[src/rtl/voice_alloc_pkg.sv]
// Shared types and constants for the voice allocator.
//   NOTE_W / DUR_W : field widths of a queued note
//   note_entry_t   : one pending note {note, duration}
//   REST_NOTE      : note code that means "rest" (never loads a player)
package voice_alloc_pkg;
  localparam int NOTE_W = 6;
  localparam int DUR_W  = 6;

  typedef struct packed {
    logic [NOTE_W-1:0] note;
    logic [DUR_W-1:0]  duration;
  } note_entry_t;

  localparam logic [NOTE_W-1:0] REST_NOTE = 6'd0;
endpackage

[src/rtl/note_fifo.sv]
// Pending-note FIFO, first-word-fall-through from a register array.
// Ports:
//   clk, reset      : clock, asynchronous active-low reset
//   push, push_data : write request and entry
//   pop             : remove head (ignored when empty)
//   head            : current head entry (valid when !empty)
//   empty, full     : occupancy flags
//   count           : number of stored entries
// A push while full is accepted only if a pop happens in the same cycle.
module note_fifo
  import voice_alloc_pkg::*;
#(
  parameter int  DEPTH   = 4,
  parameter type entry_t = note_entry_t
) (
  input  logic                    clk,
  input  logic                    reset,
  input  logic                    push,
  input  entry_t                  push_data,
  input  logic                    pop,
  output entry_t                  head,
  output logic                    empty,
  output logic                    full,
  output logic [$clog2(DEPTH):0]  count
);
  localparam int PW = $clog2(DEPTH);
  localparam logic [PW:0] FULL_COUNT = (PW+1)'(DEPTH);

  entry_t        mem [DEPTH];
  logic [PW-1:0] wr_ptr;
  logic [PW-1:0] rd_ptr;
  logic          do_push;
  logic          do_pop;

  assign empty   = (count == '0);
  assign full    = (count == FULL_COUNT);
  assign do_pop  = pop & ~empty;
  assign do_push = push & (~full | do_pop);
  assign head    = mem[rd_ptr];

  // Storage needs no reset: pointers and count define what is valid.
  always_ff @(posedge clk) begin
    if (do_push) mem[wr_ptr] <= push_data;
  end

  // DEPTH is a power of two, so pointers wrap by natural overflow.
  always_ff @(posedge clk or negedge reset) begin
    if (!reset) begin
      wr_ptr <= '0;
      rd_ptr <= '0;
      count  <= '0;
    end else begin
      if (do_push) wr_ptr <= wr_ptr + 1'b1;
      if (do_pop)  rd_ptr <= rd_ptr + 1'b1;
      case ({do_push, do_pop})
        2'b10:   count <= count + 1'b1;
        2'b01:   count <= count - 1'b1;
        default: count <= count;
      endcase
    end
  end
endmodule

[src/rtl/voice_allocator.sv]
// Voice allocator: queues notes from the song reader and dispatches each
// to the lowest-index idle note player, one dispatch per cycle.
// Ports:
//   clk, reset               : clock, asynchronous active-low reset
//   new_note, note, duration : incoming note request
//   note_done                : per-player completion pulses
//   voice_load               : one-hot registered load pulse
//   voice_note/voice_duration: payload for the loaded player (held otherwise)
//   voice_busy               : per-player busy flags
//   queue_empty/queue_full   : FIFO occupancy flags
//   overflow                 : one-cycle pulse when an incoming note is dropped
// Optional feature macro VOICE_STEAL_EN: when the FIFO is full, all voices
// are busy and another note arrives, the head is loaded onto the oldest
// voice instead of dropping the new note.
module voice_allocator
  import voice_alloc_pkg::*;
#(
  parameter int NUM_VOICES  = 3,
  parameter int QUEUE_DEPTH = 4
) (
  input  logic                  clk,
  input  logic                  reset,
  input  logic                  new_note,
  input  logic [NOTE_W-1:0]     note,
  input  logic [DUR_W-1:0]      duration,
  input  logic [NUM_VOICES-1:0] note_done,
  output logic [NUM_VOICES-1:0] voice_load,
  output logic [NOTE_W-1:0]     voice_note,
  output logic [DUR_W-1:0]      voice_duration,
  output logic [NUM_VOICES-1:0] voice_busy,
  output logic                  queue_empty,
  output logic                  queue_full,
  output logic                  overflow
);
  localparam int CW = $clog2(QUEUE_DEPTH) + 1;
  localparam logic [CW-1:0] FULL_COUNT = CW'(QUEUE_DEPTH);

  note_entry_t           head;
  note_entry_t           push_entry;
  logic                  fifo_empty;
  logic                  fifo_full;
  logic [CW-1:0]         fifo_count;
  logic                  at_capacity;
  logic [NUM_VOICES-1:0] idle;
  logic [NUM_VOICES-1:0] idle_pick;
  logic                  any_idle;
  logic                  head_is_rest;
  logic                  steal;
  logic                  pop;
  logic [NUM_VOICES-1:0] load_vec;
  logic                  overflow_next;

  assign push_entry = '{note: note, duration: duration};

  note_fifo #(
    .DEPTH   (QUEUE_DEPTH),
    .entry_t (note_entry_t)
  ) u_fifo (
    .clk       (clk),
    .reset     (reset),
    .push      (new_note),
    .push_data (push_entry),
    .pop       (pop),
    .head      (head),
    .empty     (fifo_empty),
    .full      (fifo_full),
    .count     (fifo_count)
  );

  assign queue_empty  = fifo_empty;
  assign queue_full   = fifo_full;
  assign at_capacity  = (fifo_count == FULL_COUNT);
  assign idle         = ~voice_busy;
  // Isolate the lowest set bit of the idle mask.
  assign idle_pick    = idle & (~idle + 1'b1);
  assign any_idle     = |idle;
  assign head_is_rest = (head.note == REST_NOTE);

  // Rests leave the queue as soon as they reach the head, even with no idle voice.
  assign pop           = (~fifo_empty & (head_is_rest | any_idle)) | steal;
  assign overflow_next = new_note & at_capacity & ~pop;

`ifdef VOICE_STEAL_EN
  localparam int AW = $clog2(NUM_VOICES);

  // Age rank 0 is the oldest voice, NUM_VOICES-1 the most recently loaded.
  logic [AW-1:0]         age [NUM_VOICES];
  logic [AW-1:0]         loaded_age;
  logic [NUM_VOICES-1:0] oldest;

  assign steal = new_note & at_capacity & ~any_idle & ~head_is_rest;

  always_comb begin
    oldest = '0;
    for (int i = 0; i < NUM_VOICES; i++) oldest[i] = (age[i] == '0);
  end

  always_comb begin
    load_vec = '0;
    if (!fifo_empty && !head_is_rest) begin
      if (any_idle)   load_vec = idle_pick;
      else if (steal) load_vec = oldest;
    end
  end

  always_comb begin
    loaded_age = '0;
    for (int i = 0; i < NUM_VOICES; i++)
      if (load_vec[i]) loaded_age = age[i];
  end

  // Loaded voice becomes youngest; voices younger than it move one step older.
  always_ff @(posedge clk or negedge reset) begin
    if (!reset) begin
      for (int i = 0; i < NUM_VOICES; i++) age[i] <= AW'(i);
    end else if (|load_vec) begin
      for (int i = 0; i < NUM_VOICES; i++) begin
        if (load_vec[i])              age[i] <= AW'(NUM_VOICES - 1);
        else if (age[i] > loaded_age) age[i] <= age[i] - 1'b1;
      end
    end
  end
`else
  assign steal = 1'b0;

  always_comb begin
    load_vec = '0;
    if (!fifo_empty && !head_is_rest && any_idle) load_vec = idle_pick;
  end
`endif

  // OR-ing the load back in keeps a stolen voice busy even if its note_done
  // lands in the same cycle.
  always_ff @(posedge clk or negedge reset) begin
    if (!reset) begin
      voice_load     <= '0;
      voice_note     <= '0;
      voice_duration <= '0;
      voice_busy     <= '0;
      overflow       <= 1'b0;
    end else begin
      voice_load <= load_vec;
      if (|load_vec) begin
        voice_note     <= head.note;
        voice_duration <= head.duration;
      end
      voice_busy <= (voice_busy & ~note_done) | load_vec;
      overflow   <= overflow_next;
    end
  end
endmodule

[config.mk]
export PLATFORM = sky130hd
export DESIGN_NAME = voice_allocator
export DESIGN_NICKNAME = d
export VERILOG_FILES = /design/src/rtl/voice_alloc_pkg.sv /design/src/rtl/note_fifo.sv /design/src/rtl/voice_allocator.sv
export SDC_FILE = /design/constraint.sdc
export NUM_CORES = 1
export LEC_CHECK = 0
export ABC_AREA = 1
export CAP_MARGIN = 5
export CORE_MARGIN = 8
export CORE_UTILIZATION = 54
export CTS_CLUSTER_DIAMETER = 100
export DETAILED_ROUTE_END_ITERATION = 8
export MAX_ROUTING_LAYER = met4
export PLACE_DENSITY = 0.88
export SYNTH_ARGS = -nofsm -noshare
export SYNTH_HDL_FRONTEND = slang
export SYNTH_SLANG_ARGS = --single-unit
[constraint.sdc]
create_clock -name clk -period 3.5 [get_ports clk]
set_clock_uncertainty 0.15 [all_clocks]
set_input_delay 0.525 -clock clk [delete_from_list [all_inputs] [get_ports clk]]
set_output_delay 0.525 -clock clk [all_outputs]
set_load 0.05 [all_outputs]
; Word level (Yosys, flattened, before mapping)
; Memories as Yosys holds them, arrays and structs flattened.
; Cells that the tools add are included.
[word_totals]
ff_bits = 26
latch_bits = 0
ramBits = 48
rom_bits = 0
in_bits = 18
out_inout_bits = 21
wordCells = 46
memories = 1
[op_classes]
n_addsub = 5
n_mul = 0
n_div = 0
n_lt_le_gt_ge = 0
n_eq_ne = 3
shift = 0
mux = 4
bitwise = 16
reduce_logical = 9
[mem_list]
columns = name, depth, word_bits, rd, rd_ports_with_merged_regs, write_ports, line_no
row1 = u_fifo.mem, 4, 12, 1, 0, 1, note_fifo.sv:29  ; entry_t mem [DEPTH];
[op_table]
columns = op, count
row1 = $not 3->3, 3
row2 = $add 3x1->3 const B, 2
row3 = $and 3x3->3, 2
row4 = $logic_not 6->1, 1
row5 = $pmux 3 s2, 1
row6 = $reduce_or 3->1, 2
row7 = $and 1x1->1, 5
row8 = $add 2x1->2 const B, 2
row9 = $eq 3x3->1 const B, 1
row10 = $logic_not 3->1, 1
row11 = $mux 3, 1
row12 = $not 1->1, 3
row13 = $or 3x3->3, 1
row14 = $sub 3x1->3 const B, 1
row15 = $eq 2x1->1 const B, 1
row16 = $eq 2x2->1 const B, 1
row17 = $logic_and 1x1->1, 2
row18 = $logic_not 1->1, 2
row19 = $mux 1, 2
row20 = $or 1x1->1, 2
row21 = $reduce_bool 2->1, 1

; Logic depth before layout (Yosys ltp)
[depth]
word_depth = 9
mapped_depth = 18
mapped_depth_nobuf = 16

; Modules after synthesis
; Synthesis repeated with hierarchy kept, for this count alone.
[hier_totals]
cells_unflattened = 258
hier_area_um2 = 3064.2
[modules_own_cells]
columns = mod, instances, cells_per_inst, area_per_inst_um2, seq_area_each_um2
row1 = note_fifo, 1, 169, 2219.6, 1616.6
row2 = voice_allocator, 1, 89, 844.6, 475.5

; Worst setup path after synthesis
; No wires, ideal clock.
[synth_timing]
kind = reg2reg
startpoint = register u_fifo.count[0]
endpoint = register u_fifo.count[2]
setup_ns = 0.062
arrival_ns = 2.949
setup_slack_ns = 0.338
path_stages_with_launch = 11
n_path_buf = 0
period_less_slack_ns = 3.162
path_cell_list = dfrtp_1 > nor3_1 > inv_1 > nand3_2 > inv_1 > fa_1 > inv_1 > nand4_1 > nand3_1 > nand2_1 > inv_1
[synth_via]
elab_chain_len = 8
elab_cells_between_ends = 14
cone_classes = add/sub (2) / eq/ne (3) / mux (1) / bitwise (6) / reduce/logical (2)
[synth_rtl]
columns = element, line_no
row1 = "start, declared", note_fifo.sv:24  ; output logic [$clog2(DEPTH):0] count
row2 = "start signal, assigned", note_fifo.sv:56  ; 2'b10: count <= count + 1'b1;
row3 = "start signal, assigned", note_fifo.sv:57  ; 2'b01: count <= count - 1'b1;
row4 = "start signal, assigned", note_fifo.sv:58  ; default: count <= count;
row5 = $logic_not 3->1 (*), note_fifo.sv:35  ; assign empty = (count == '0);
row6 = named net queue_empty, voice_allocator.sv:31  ; output logic queue_empty,
row7 = $not 1->1 (*), "note_fifo.sv:37, voice_allocator.sv:80"
row8 = $and 1x1->1, voice_allocator.sv:80  ; assign pop = (~fifo_empty & (head_is_rest | any_idle)) | steal;
row9 = $and 1x1->1 (*), note_fifo.sv:37  ; assign do_pop = pop & ~empty;
row10 = $or 1x1->1, note_fifo.sv:38  ; assign do_push = push & (~full | do_pop);
row11 = $and 1x1->1, note_fifo.sv:38
row12 = $eq 2x1->1 / $eq 2x2->1 (equally long branches), note_fifo.sv:55  ; case ({do_push, do_pop})
row13 = $pmux 3 s2 / $reduce_bool 2->1 (equally long branches), --
; The timed path passes the listed nets; every way through them passes the cells marked *.
; A chain may end at the register's enable or synchronous reset.

; Worst setup path after layout
[layout_timing]
startpoint = register u_fifo.count[0]
endpoint = output port queue_full
[layout_via]
elab_chain_len = 1
[layout_rtl]
columns = element, line_no
row1 = $eq 3x3->1, note_fifo.sv:36  ; assign full = (count == FULL_COUNT);
row2 = "end, declared", voice_allocator.sv:32  ; output logic queue_full,
; Every way passes these cells.

==> key figures <==
Power and ir drop
  – Power Dens Cells: 978 nW/um2
  – Int Pwr: 2.00 mW
  – Pleak: 1.48 nW
  – VDD IR max: 0.529 mV
  – Logic pwr share: 0.448
  – Switching part of the total: 0.443
  – Part of the power in registers: 0.385
  – Pwr Total: 3.59 mW
  – Clock power share: 0.167
  – NetSw: 1.59 mW

STA
  – Least-Margin Pin Slew: 583 ps
  – Min cycle time layout: 2940 ps
  – Period Utilization, post-route: 0.839
  – Slew headroom: 0.608
  – Finish-stage setup viols: 0
  – Final worst setup slack: 563 ps
  – Hold Vio Cnt, Final: 0
  – Setup TNS: 0 ps
  – Fmax: 340 MHz
  – Final slew viol count: 0
  – RSZ-0062 raised after global routing: no

Die
  – Initial Util: 0.556
  – Core area: 5470 um2
  – Die Wd: 91.0 um
  – Std-Cell Rows: 27
  – Die height: 91.0 um
  – IO Pins: 39
  – Die ar.: 8290 um2

Placement
  – Hpwl dp: 3950 um
  – Port bufs: 38
  – Setup Slack @ Placement: 924 ps
  – GPL Wtd Cong: 0.864
  – Placed cells: 366

Synthesis
  – Post-Synthesis Cells: 259
  – Post-synthesis sequential area ratio: 0.688
  – Synth Register Bits: 74
  – Synth Area in Adders: 0.0230
  – Mean post-synth cell area: 11.7 um2
  – Post-synthesis mux area share: 0
  – Syn Nets: 282
  – Xor/xnor share of the synthesized area: 0.0111
  – Synth Cell Area: 3040 um2
  – Yosys cell types: 28
  – Largest family of logic cells by synthesized area: simple AND/OR/NAND/NOR gates
  – YS warnings: 0
  – Post-synthesis simple-gate area fraction: 0.174
  – Post-synthesis compound-gate area fraction: 0.0547

Routing
  – DR iter-0 viols: 175
  – DR vias/cell: 5.25
  – Via count of the routed design: 2,005
  – Post-DRT Antenna Nets: 0
  – Pre-antenna DRT Iters: 4
  – Total Routed Length: 5750 um
  – Wire per inst: 15.0 um
  – Post-route DRC: 0

Global route
  – Largest net degree at the start of global routing: 27
  – Global route total overflow: 0
  – Initial antenna violation count: 0
  – First-pass GRT wire length: 9380 um
  – Vias in the first global route: 1,967
  – Tot GR Track Use: 0.150

Critical path
  – Crit path largest cell delay: 920 ps
  – CP cell instances: nor3_1 -> clkdlybuf4s50_1
  – Critical path fanouts, max: 4
  – Worst Path Arrival: 2260 ps
  – Worst path slowest cell: clkdlybuf4s50_1
  – WP data required: 2820 ps
  – CP Launch Type: register
  – CP Class: register to output pin
  – Setup crit end kind: output pin

Min path
  – Hold WC Path Type: register to register

Clock network
  – CTS Buf Count: 9
  – H-Tree Depth: 3
  – Post_cts resized: 0
  – CTS tree: done
  – Post-CTS Setup Bufs: 0
  – Clock transition at the registers of the reported paths: 80 ps
  – Worst-case clock buffer depth: 2
  – # hold bufs at CTS: 0
  – Root Buffer: clkbuf_8
  – CTS Sinks: 74
  – Clock latency on the worst-skew pair: 340 ps

Final layout
  – NumNets Final: 328
  – Area grow syn2layout: 20.8%
  – Fillers: 391
  – Share of cells above drive strength 1: 0.126
  – Area occupied by multi-input gates: 798 um2
  – Register Area: 2090 um2
  – End-of-flow core utilization: 0.671
  – Number of diodes: 0
  – Post-Layout Cell Count: 382

Job
  – Max cap viols: 0

Outcome
  – Outcome: finished clean
critical path, delay by kind of cell (launching register included):
family	cells	cell delay, ps
flip-flops	1	460
AND/OR/NAND/NOR	1	540
buffers and inverters	1	920
final timing paths:
check	end	start	cells past startpoint	slack, ps
max in group asynchronous	voice_busy[0]$_DFF_PN0_	reset	2	2550
min in group asynchronous	voice_load[2]$_DFF_PN0_	reset	2	400
max	queue_full	u_fifo.count[0]$_DFFE_PN0P_	2	560
max reg2reg	u_fifo.mem[2][9]$_DFFE_PP_	u_fifo.rd_ptr[0]$_DFFE_PN0P_	13	890
min reg2reg	voice_duration[3]$_DFFE_PN0P_	voice_duration[3]$_DFFE_PN0P_	2	340
min	voice_duration[3]$_DFFE_PN0P_	voice_duration[3]$_DFFE_PN0P_	2	340
placed cells by master (no fill, tap or decap), types with 2 or more instances in the layout:
cell,count
a21oi_1,2
buf_4,6
clkbuf_8,9
clkdlybuf4s50_1,38
clkinvlp_4,2
dfrtp_1,26
edfxtp_1,48
ha_1,4
inv_1,19
inv_6,5
nand2_1,62
nand2_2,4
nand2_4,4
nand3_1,16
nand3_2,2
nand4_1,2
nor2_1,21
nor2_2,3
nor3_1,3
o21ai_0,12
o21ai_1,6
o22ai_1,8
xor2_1,2
cells in the mapped netlist:
cell type | instances | area share
dfrtp_1 | 26 | 0.21
inv_2 | 1 | 0.0012
fa_1 | 1 | 0.0066
nand3_1 | 16 | 0.026
edfxtp_1 | 48 | 0.47
buf_6 | 3 | 0.011
clkbuf_1 | 2 | 0.0025
buf_4 | 2 | 0.0049
nand2_2 | 4 | 0.0082
o21ai_1 | 6 | 0.0099
inv_6 | 1 | 0.0029
nand2_4 | 4 | 0.015
o21bai_1 | 1 | 0.0025
nand4_1 | 2 | 0.0041
nand2_1 | 62 | 0.077
xor2_2 | 1 | 0.0054
nor2_1 | 21 | 0.026
buf_2 | 2 | 0.0033
nor2_2 | 3 | 0.0062
nand3_2 | 2 | 0.0066
inv_1 | 19 | 0.023
xor2_1 | 2 | 0.0058
nor3_1 | 3 | 0.0049
a21oi_1 | 2 | 0.0033
o21ai_0 | 12 | 0.020
ha_1 | 4 | 0.016
a21oi_2 | 1 | 0.0029
o22ai_1 | 8 | 0.016
per-stage QoR:
stage	cell area (um2)	hold WS, ps
6_report	3670	339
5_1_grt	3670	373
4_1_cts	3670	338
3_5_place_dp	3490	315
3_3_place_gp	3490	316
2_1_floorplan	3040	79.4
cell families after synthesis:
logic type / count (synthesis)
buffers and inverters: 30
AOI/OAI and AO/OA: 30
xor gates and xnor gates: 3
DFF: 74
and+or+nand+nor: 117
adders and majority gates: 5
power by group through the flow:
stage          registers, mW  logic, mW  clock network (mW)
6_report                1.38       1.61               0.598
2_1_floorplan           1.70      0.862                   0
5_1_grt                 1.41       1.75               0.655
4_1_cts                 1.38       1.62               0.618
3_5_place_dp            1.40       1.62                   0
3_3_place_gp            1.39       1.57                   0
per-layer routing:
layer	routed length [um]	part of all wire	GRT usage
met1	2390	0.42	0.171
met2	2870	0.50	0.224
met3	371	0.065	0.0420
met4	111	0.019	0.104
met5	0	0	-
cell type report:
class / count / share of cell area
Sequential cell: 74 / 0.570
Tap cell: 72 / 0.0245
Timing Repair Buffer: 44 / 0.116
Inverter: 21 / 0.0228
Clock inverter: 7 / 0.0160
Multi-Input combinational cell: 155 / 0.217
Clock buffer: 9 / 0.0337
flip-flops by register name (all words and copies together), names as in the netlist:
name and flops:
overflow 1, u_fifo.count 3, voice_note 6, u_fifo.mem 48, voice_load 3, u_fifo.wr_ptr 2, voice_busy 3, u_fifo.rd_ptr 2
voice_duration 6
No activity file was read; power rests on OpenSTA's default activity.
